### src/rtl/watchdog_win.sv
// Windowed watchdog on the CSR bus: counts wdt_ce ticks, raises a reset request on timeout
// or early kick, with a pretimeout interrupt, configuration lock and latched live-count read.
module watchdog_win #(
   parameter int unsigned CNT_WIDTH   = 16,
   parameter logic [15:0] DFL_TIMEOUT = 16'h0006,
   parameter logic        DFL_EN      = 1'b0,
   parameter logic [7:0]  KICK_MAGIC  = 8'h6B
) (
   input  logic       clk,
   input  logic       rst,
   input  logic [3:0] csr_a,
   input  logic [7:0] csr_di,
   input  logic       csr_we,
   output logic [7:0] csr_do,
   input  logic       wdt_ce,
   output logic       wdt_rst,
   output logic       wdt_irq
);

   typedef enum logic [3:0] {
      ADDR_CTRL   = 4'h0,
      ADDR_TO_L   = 4'h1,
      ADDR_TO_H   = 4'h2,
      ADDR_PRE    = 4'h3,
      ADDR_WIN_L  = 4'h4,
      ADDR_WIN_H  = 4'h5,
      ADDR_KICK   = 4'h6,
      ADDR_CNT_L  = 4'h7,
      ADDR_CNT_H  = 4'h8,
      ADDR_STATUS = 4'h9
   } csr_addr_e;

   csr_addr_e addr;

   logic                 en, lock, irq_en, win_en;
   logic [CNT_WIDTH-1:0] timeout, window, elapsed;
   logic [7:0]           pretimeout, shadow;
   logic                 st_to, st_wv, st_pre;

   logic [15:0]          timeout16, window16, elapsed16;
   logic [15:0]          timeout16_wr, window16_wr;
   logic                 wr_cfg, wr_ctrl, kick_valid, kick_clear, violation;
   logic [2:0]           w1c;
   logic [CNT_WIDTH-1:0] t_eff;
   logic [CNT_WIDTH:0]   e_inc, p_ext, t_ext;
   logic                 inc, to_hit, pre_hit;

   assign addr      = csr_addr_e'(csr_a);
   assign timeout16 = 16'(timeout);
   assign window16  = 16'(window);
   assign elapsed16 = 16'(elapsed);

   assign wr_cfg     = csr_we && !lock;
   assign wr_ctrl    = wr_cfg && (addr == ADDR_CTRL);
   assign kick_valid = csr_we && (addr == ADDR_KICK) && (csr_di == KICK_MAGIC);
   assign w1c        = (csr_we && (addr == ADDR_STATUS)) ? csr_di[2:0] : '0;

   // An early kick is a violation and leaves the count running rather than restarting it
   assign violation  = kick_valid && en && win_en && (window != '0) && (elapsed < window);
   assign kick_clear = kick_valid && !violation;

   assign t_eff = (timeout == '0) ? CNT_WIDTH'(1) : timeout;
   assign t_ext = {1'b0, t_eff};
   assign e_inc = {1'b0, elapsed} + (CNT_WIDTH+1)'(1);
   assign p_ext = (CNT_WIDTH+1)'(pretimeout);

   assign inc     = en && wdt_ce && !wdt_rst && (elapsed != '1) && !kick_clear;
   assign to_hit  = inc && (e_inc == t_ext);
   assign pre_hit = inc && (pretimeout != '0) && (p_ext < t_ext) && ((e_inc + p_ext) == t_ext);

   // 16-bit staging so byte-lane writes work for any CNT_WIDTH in 8..16
   always_comb begin
      timeout16_wr = timeout16;
      window16_wr  = window16;
      if (wr_cfg && (addr == ADDR_TO_L))  timeout16_wr[7:0]  = csr_di;
      if (wr_cfg && (addr == ADDR_TO_H))  timeout16_wr[15:8] = csr_di;
      if (wr_cfg && (addr == ADDR_WIN_L)) window16_wr[7:0]   = csr_di;
      if (wr_cfg && (addr == ADDR_WIN_H)) window16_wr[15:8]  = csr_di;
   end

   always_ff @(posedge clk) begin
      if (rst) begin
         en         <= DFL_EN;
         lock       <= 1'b0;
         irq_en     <= 1'b0;
         win_en     <= 1'b0;
         timeout    <= DFL_TIMEOUT[CNT_WIDTH-1:0];
         window     <= '0;
         pretimeout <= '0;
      end else begin
         if (wr_ctrl) begin
            en     <= csr_di[0];
            lock   <= csr_di[1];
            irq_en <= csr_di[2];
            win_en <= csr_di[3];
         end
         timeout <= timeout16_wr[CNT_WIDTH-1:0];
         window  <= window16_wr[CNT_WIDTH-1:0];
         if (wr_cfg && (addr == ADDR_PRE)) pretimeout <= csr_di;
      end
   end

   always_ff @(posedge clk) begin
      if (rst) begin
         elapsed <= '0;
      end else if (!en || kick_clear) begin
         elapsed <= '0;
      end else if (inc) begin
         elapsed <= e_inc[CNT_WIDTH-1:0];
      end
   end

   always_ff @(posedge clk) begin
      if (rst) begin
         st_to   <= 1'b0;
         st_wv   <= 1'b0;
         st_pre  <= 1'b0;
         wdt_rst <= 1'b0;
         shadow  <= '0;
      end else begin
         st_to   <= to_hit    || (st_to  && !w1c[0]);
         st_wv   <= violation || (st_wv  && !w1c[1]);
         st_pre  <= pre_hit   || (st_pre && !w1c[2]);
         wdt_rst <= wdt_rst || to_hit || violation;
         if (addr == ADDR_CNT_L) shadow <= elapsed16[15:8];
      end
   end

   assign wdt_irq = st_pre && irq_en;

   always_comb begin
      csr_do = '0;
      case (addr)
         ADDR_CTRL:   csr_do = {4'b0000, win_en, irq_en, lock, en};
         ADDR_TO_L:   csr_do = timeout16[7:0];
         ADDR_TO_H:   csr_do = timeout16[15:8];
         ADDR_PRE:    csr_do = pretimeout;
         ADDR_WIN_L:  csr_do = window16[7:0];
         ADDR_WIN_H:  csr_do = window16[15:8];
         ADDR_CNT_L:  csr_do = elapsed16[7:0];
         ADDR_CNT_H:  csr_do = shadow;
         ADDR_STATUS: csr_do = {5'b00000, st_pre, st_wv, st_to};
         default:     csr_do = '0;
      endcase
   end

endmodule

### config.mk
export PLATFORM = sky130hd
export DESIGN_NAME = watchdog_win
export DESIGN_NICKNAME = d
export VERILOG_FILES = /design/src/rtl/watchdog_win.sv
export SDC_FILE = /design/constraint.sdc
export NUM_CORES = 1
export LEC_CHECK = 0
export BUFFER_PORTS_ARGS = -buffer_cell sky130_fd_sc_hd__buf_2
export CAP_MARGIN = 20
export CORE_ASPECT_RATIO = 1.1
export CORE_UTILIZATION = 62
export DETAILED_ROUTE_END_ITERATION = 12
export HOLD_SLACK_MARGIN = 0.02
export PLACE_DENSITY = 0.89
export SLEW_MARGIN = 5
export SYNTH_ARGS = -nofsm -noshare
export SYNTH_HDL_FRONTEND = slang
export SYNTH_SLANG_ARGS = --single-unit
### constraint.sdc
create_clock -name clk -period 4.15 [get_ports clk]
set_clock_uncertainty 0.05 [all_clocks]
set_input_delay 0.2075 -clock clk [delete_from_list [all_inputs] [get_ports clk]]
set_output_delay 0.2075 -clock clk [all_outputs]
set_load 0.02 [all_outputs]
==> Word-level counts from Yosys, hierarchy flattened <==
Cells that the tools add are included.
{ "word_totals": {"output_inout_bits": 10, "ff_bits": 72, "elab_cells": 81, "in_bits": 16} }
{ "classes": {"n_reduce_logical": 46, "add_sub_neg": 2, "n_mux": 3, "eq_ne": 13, "n_lt_le_gt_ge": 2} }
{ "op_table": {"columns": ["op", "count"], "rows": [
  ["$pmux W8 S9", 1],
  ["$eq A17 B16 Y1", 2],
  ["$logic_and A1 B1 Y1", 27],
  ["$add A16 B1 Y17 const B", 1],
  ["$add A17 B8 Y17", 1],
  ["$eq A4 B3 Y1 const B", 4],
  ["$logic_not A16 Y1", 1],
  ["$lt A16 B16 Y1", 1],
  ["$lt A8 B16 Y1", 1],
  ["$mux W16", 1],
  ["$ne A16 B16 Y1 const B", 1],
  ["$reduce_bool A16 Y1", 1],
  ["$eq A4 B2 Y1 const B", 2],
  ["$eq A4 B4 Y1 const B", 2],
  ["$eq A8 B7 Y1 const B", 1],
  ["$logic_not A1 Y1", 8],
  ["$reduce_bool A8 Y1", 1],
  ["$logic_or A1 B1 Y1", 6],
  ["$eq A4 B1 Y1 const B", 1],
  ["$logic_not A4 Y1", 1],
  ["$mux W3", 1],
  ["$reduce_or A2 Y1", 1]
]} }

==> Depth between registers and ports, before layout <==
{ "logic_depth": {"depth_word": 15, "depth_mapped": 13, "mapped_depth_nobuf": 12} }

==> Least setup slack after synthesis <==
No wires, ideal clock.
{ "synth_path": {"path_kind": "register to register", "start": "reg elapsed[1]", "end": "reg st_pre", "synth_period_minus_slack_ns": 3.126, "t_arrival_ns": 3.017, "path_slack_ns": 1.024, "setup_time_ns": 0.059, "path_stages_with_launch": 12, "t_required_ns": 4.041, "path_buffers": 1, "cell_sequence": "dfxtp_1 ha_1 clkbuf_1 xor2_1 ha_1 a211oi_1 a211oi_1 or3_1 and4_1 a211o_1 nor4_1 a31o_1"} }
{ "synth_via": {"word_cells_on_any_way": 15, "cone_classes": "add/sub: 2; order compare: 1; eq/ne: 2; reduce/logical: 10"} }
{ "synth_lines": {"columns": ["item", "line", "text"], "rows": [
  ["from (decl)", "36", "logic [CNT_WIDTH-1:0] timeout, window, elapsed;"],
  ["from (signal assigned)", "109", "elapsed <= e_inc[CNT_WIDTH-1:0];"],
  ["$add A16 B1 Y17", "64", "assign e_inc = {1'b0, elapsed} + (CNT_WIDTH+1)'(1);"],
  ["net e_inc[2]", "45", "logic [CNT_WIDTH:0] e_inc, p_ext, t_ext;"],
  ["$add A17 B8 Y17", "69", "assign pre_hit = inc && (pretimeout != '0) && (p_ext < t_ext) && ((e_inc + p_ext) == t_ext);"],
  ["$eq A17 B16 Y1", "69", null],
  ["$logic_and A1 B1 Y1", "69", null],
  ["$logic_or A1 B1 Y1", "123", "st_pre <= pre_hit || (st_pre && !w1c[2]);"],
  ["to (signal assigned)", "123", null],
  ["to (decl)", "38", "logic st_to, st_wv, st_pre;"]
]} }
The timed path passes the listed nets, and every way through them passes these cells.
A chain may end at the register's enable or synchronous reset.

==> Final worst setup path <==
{ "layout_path": {"start": "reg elapsed[0]", "end": "reg st_pre"} }
The elaborated chain is that of the path after synthesis.

==> flow_summary.ini <==
[outcome]
status = finished clean

[final_layout]
most-common-layout-cells = nand2_1, dfxtp_1, a21oi_1, nand3_1, nor2_1
final_common_cell = nand2_1
areaGrowthSynthToFinish_pct = 5.97
stdcell_count = 788
diodes = 0
num-nets-final = 725
drive_above_1_share = 0.0809

[synthesis]
yosys_register_bits = 72
synth-edff-count = 0
ys.flop_type = dfxtp_1
synthArstFlopShare = 0
ys_types = 65
syn_inst = 674
syn_area_mm2 = 0.00518
avgSynthCellArea_um2 = 7.69
syn_nets = 724
yosysSeqAreaShare = 0.278
ys_warn_count = 0

[timing]
hold_viol = 0
final.setup.tns_ps = 0
maxSlewViolCount = 0
rsz0062_at_grt = no
fmax_mhz = 275
setup_viol_count_final = 0
worst_slew_pin_slew_ps = 1030
fin_crit_sh = 0.878
slew_headroom = 0.314
period_minus_slack_ps = 3640

[setup_path]
arrival_ps = 3850
critPathRequiredTime_ps = 4350
crit_chain = ha_1 -> xor2_1 -> ha_1 -> a211oi_1 -> a211oi_1 -> or3_1 -> nand3_1 -> mux2i_1 -> nand4b_1 -> o311ai_0 -> a31o_1
critPathBufInv = 0
worst-path-max-fanout = 12
cpMaxStageDelayCell = dfxtp_1
critPathCaptureType = flop
cpPeakStageDelay_ps = 540
start_kind = flop
path_delay_family = adder cells
crit_type = flop to flop

[clock_network]
cts_buffer_depth = 2
ctsHtreeMaxLevel = 3
insertion_delay_ps = 350
ctsHoldBuffers = 0
postCtsSetupBuffers = 0
path_clk_slew_ps = 80
cts_sinks = 72
root_buffer = clkbuf_8
numCtsBuffers = 9
cts-resized-gates = 0
cts_tree = yes

[drt]
drcViolationCount = 0
drt-wirelength-per-cell_um = 19.6
routed_via_density = 6.69
routed_wl_um = 15400
drt_iter0_markers = 477
num_vias = 5275
drtAntennaViolNets = 0
firstDrtPassIters = 6

[min_path]
hold_class = input pin to flop

[global_route]
grt_max_degree = 55
grt_first_pass_wirelength_um = 24400
grt_pass1_vias = 4934
antenna_found_initial = 0
grt.total_usage = 0.366
overflow = 0

[pwr]
peakVddDrop_mv = 0.240
pwr-share-comb = 0.079
power_switching_uw = 383
power.internal_mw = 1.01
seqPwrFrac = 0.506
switching_share = 0.275
clkPwrFrac = 0.414
power.density_mw_per_mm2 = 254
p_leak_nw = 2.03

[placement]
gp_congestion = 0.968
dp_hpwl_um = 11400
dpl.cell_count = 772
io_buffer_count = 25

[floorplan]
die_w_um = 89.2
die_height_um = 97.9
rows = 34
die_area_mm2 = 0.00872
pin_count = 26
core_mm2 = 0.00800
start_util = 0.648

[flow_run]
maxCapViolations = 0
## stage by stage
step	worst slack [ps]	utilization	cell area, um^2	power (mW)	hold slack (ps)
finish	508	0.686	5490	1.39	129
global route	319	0.686	5490	1.43	125
CTS	550	0.686	5490	1.39	121
detailed placement	588	0.662	5290	0.827	403
global placement	768	0.662	5290	0.823	394
floorplan	1020	-	5180	0.792	301
## worst register-to-register path: stages, from the launching register on
cell and delay, ps:
dfxtp_1 540, ha_1 470, xor2_1 400, ha_1 350, a211oi_1 320, a211oi_1 140
or3_1 420, nand3_1 130, mux2i_1 260, nand4b_1 140, o311ai_0 130, a31o_1 200
## path summary, 6_finish.rpt
| kind | startpoint | endpoint | slack, ps | cells past startpoint |
|---|---|---|---|---|
| worst max-delay path | elapsed[0]$_SDFFE_PP0P_ | st_pre$_SDFF_PP0_ | 510 | 11 |
| worst min-delay path | csr_di[4] | pretimeout[4]$_SDFFE_PP0P_ | 130 | 3 |
| worst max register to register | elapsed[0]$_SDFFE_PP0P_ | st_pre$_SDFF_PP0_ | 510 | 11 |
| worst min register to register | shadow[2]$_SDFFE_PP0N_ | shadow[2]$_SDFFE_PP0N_ | 410 | 2 |
## routing by layer
metal | vias up | track usage | part of all wire
li1 | 2416 | - | -
met1 | 2421 | 0.459 | 0.38
met2 | 344 | 0.578 | 0.46
met3 | 94 | 0.0702 | 0.10
met4 | 0 | 0.209 | 0.060
met5 | - | 0 | 0
## cell usage after synthesis, drive strengths merged (13+ instances only)
library cell | n | area share
ha | 33 | 0.080
nand2 | 87 | 0.063
buf | 13 | 0.016
inv | 36 | 0.026
xnor2 | 32 | 0.054
nor2 | 48 | 0.035
dfxtp | 72 | 0.28
clkbuf | 27 | 0.020
a21oi | 68 | 0.066
xor2 | 23 | 0.039
nor4 | 19 | 0.027
nand3 | 64 | 0.062
## registers in the layout, summed over array words and instances (netlist names)
| register | flops |
|---|---|
| window | 16 |
| st_wv | 1 |
| timeout | 16 |
| elapsed | 16 |
| lock | 1 |
| en | 1 |
| irq_en | 1 |
| shadow | 8 |
| st_to | 1 |
| win_en | 1 |
| wdt_rst | 1 |
| pretimeout | 8 |
| st_pre | 1 |
## kinds of logic (layout without fill, tap and decap cells)
logic type | after synthesis | count (layout) | synth area share
multiplexers | 13 | 13 | 0.0256
flip-flops | 72 | 72 | 0.278
adder cells (fa/ha/maj) | 34 | 34 | 0.0836
buffers and inverters | 76 | 82 | 0.0623
XOR/XNOR | 57 | 57 | 0.102
AND/OR/NAND/NOR | 283 | 283 | 0.273
AO/OA/AOI/OAI | 139 | 139 | 0.175
## cell type report
| cell class | count | area [um^2] |
|---|---|---|
| multi-input combinational | 526 | 3420 |
| tap | 108 | 135 |
| fill | 662 | 2510 |
| clock buffer | 10 | 128 |
| clock inverter | 6 | 68.8 |
| sequential | 72 | 1440 |
| timing repair buffer | 30 | 163 |
| inverter | 36 | 135 |
## power by group through the flow
stage	clock, mW	sequential [mW]	combinational, mW
detailed placement	0	0.721	0.106
CTS	0.578	0.705	0.107
global route	0.606	0.706	0.118
floorplan	0	0.717	0.0749
finish	0.578	0.706	0.110
global placement	0	0.721	0.102
No activity file was read; power rests on OpenSTA's default activity.
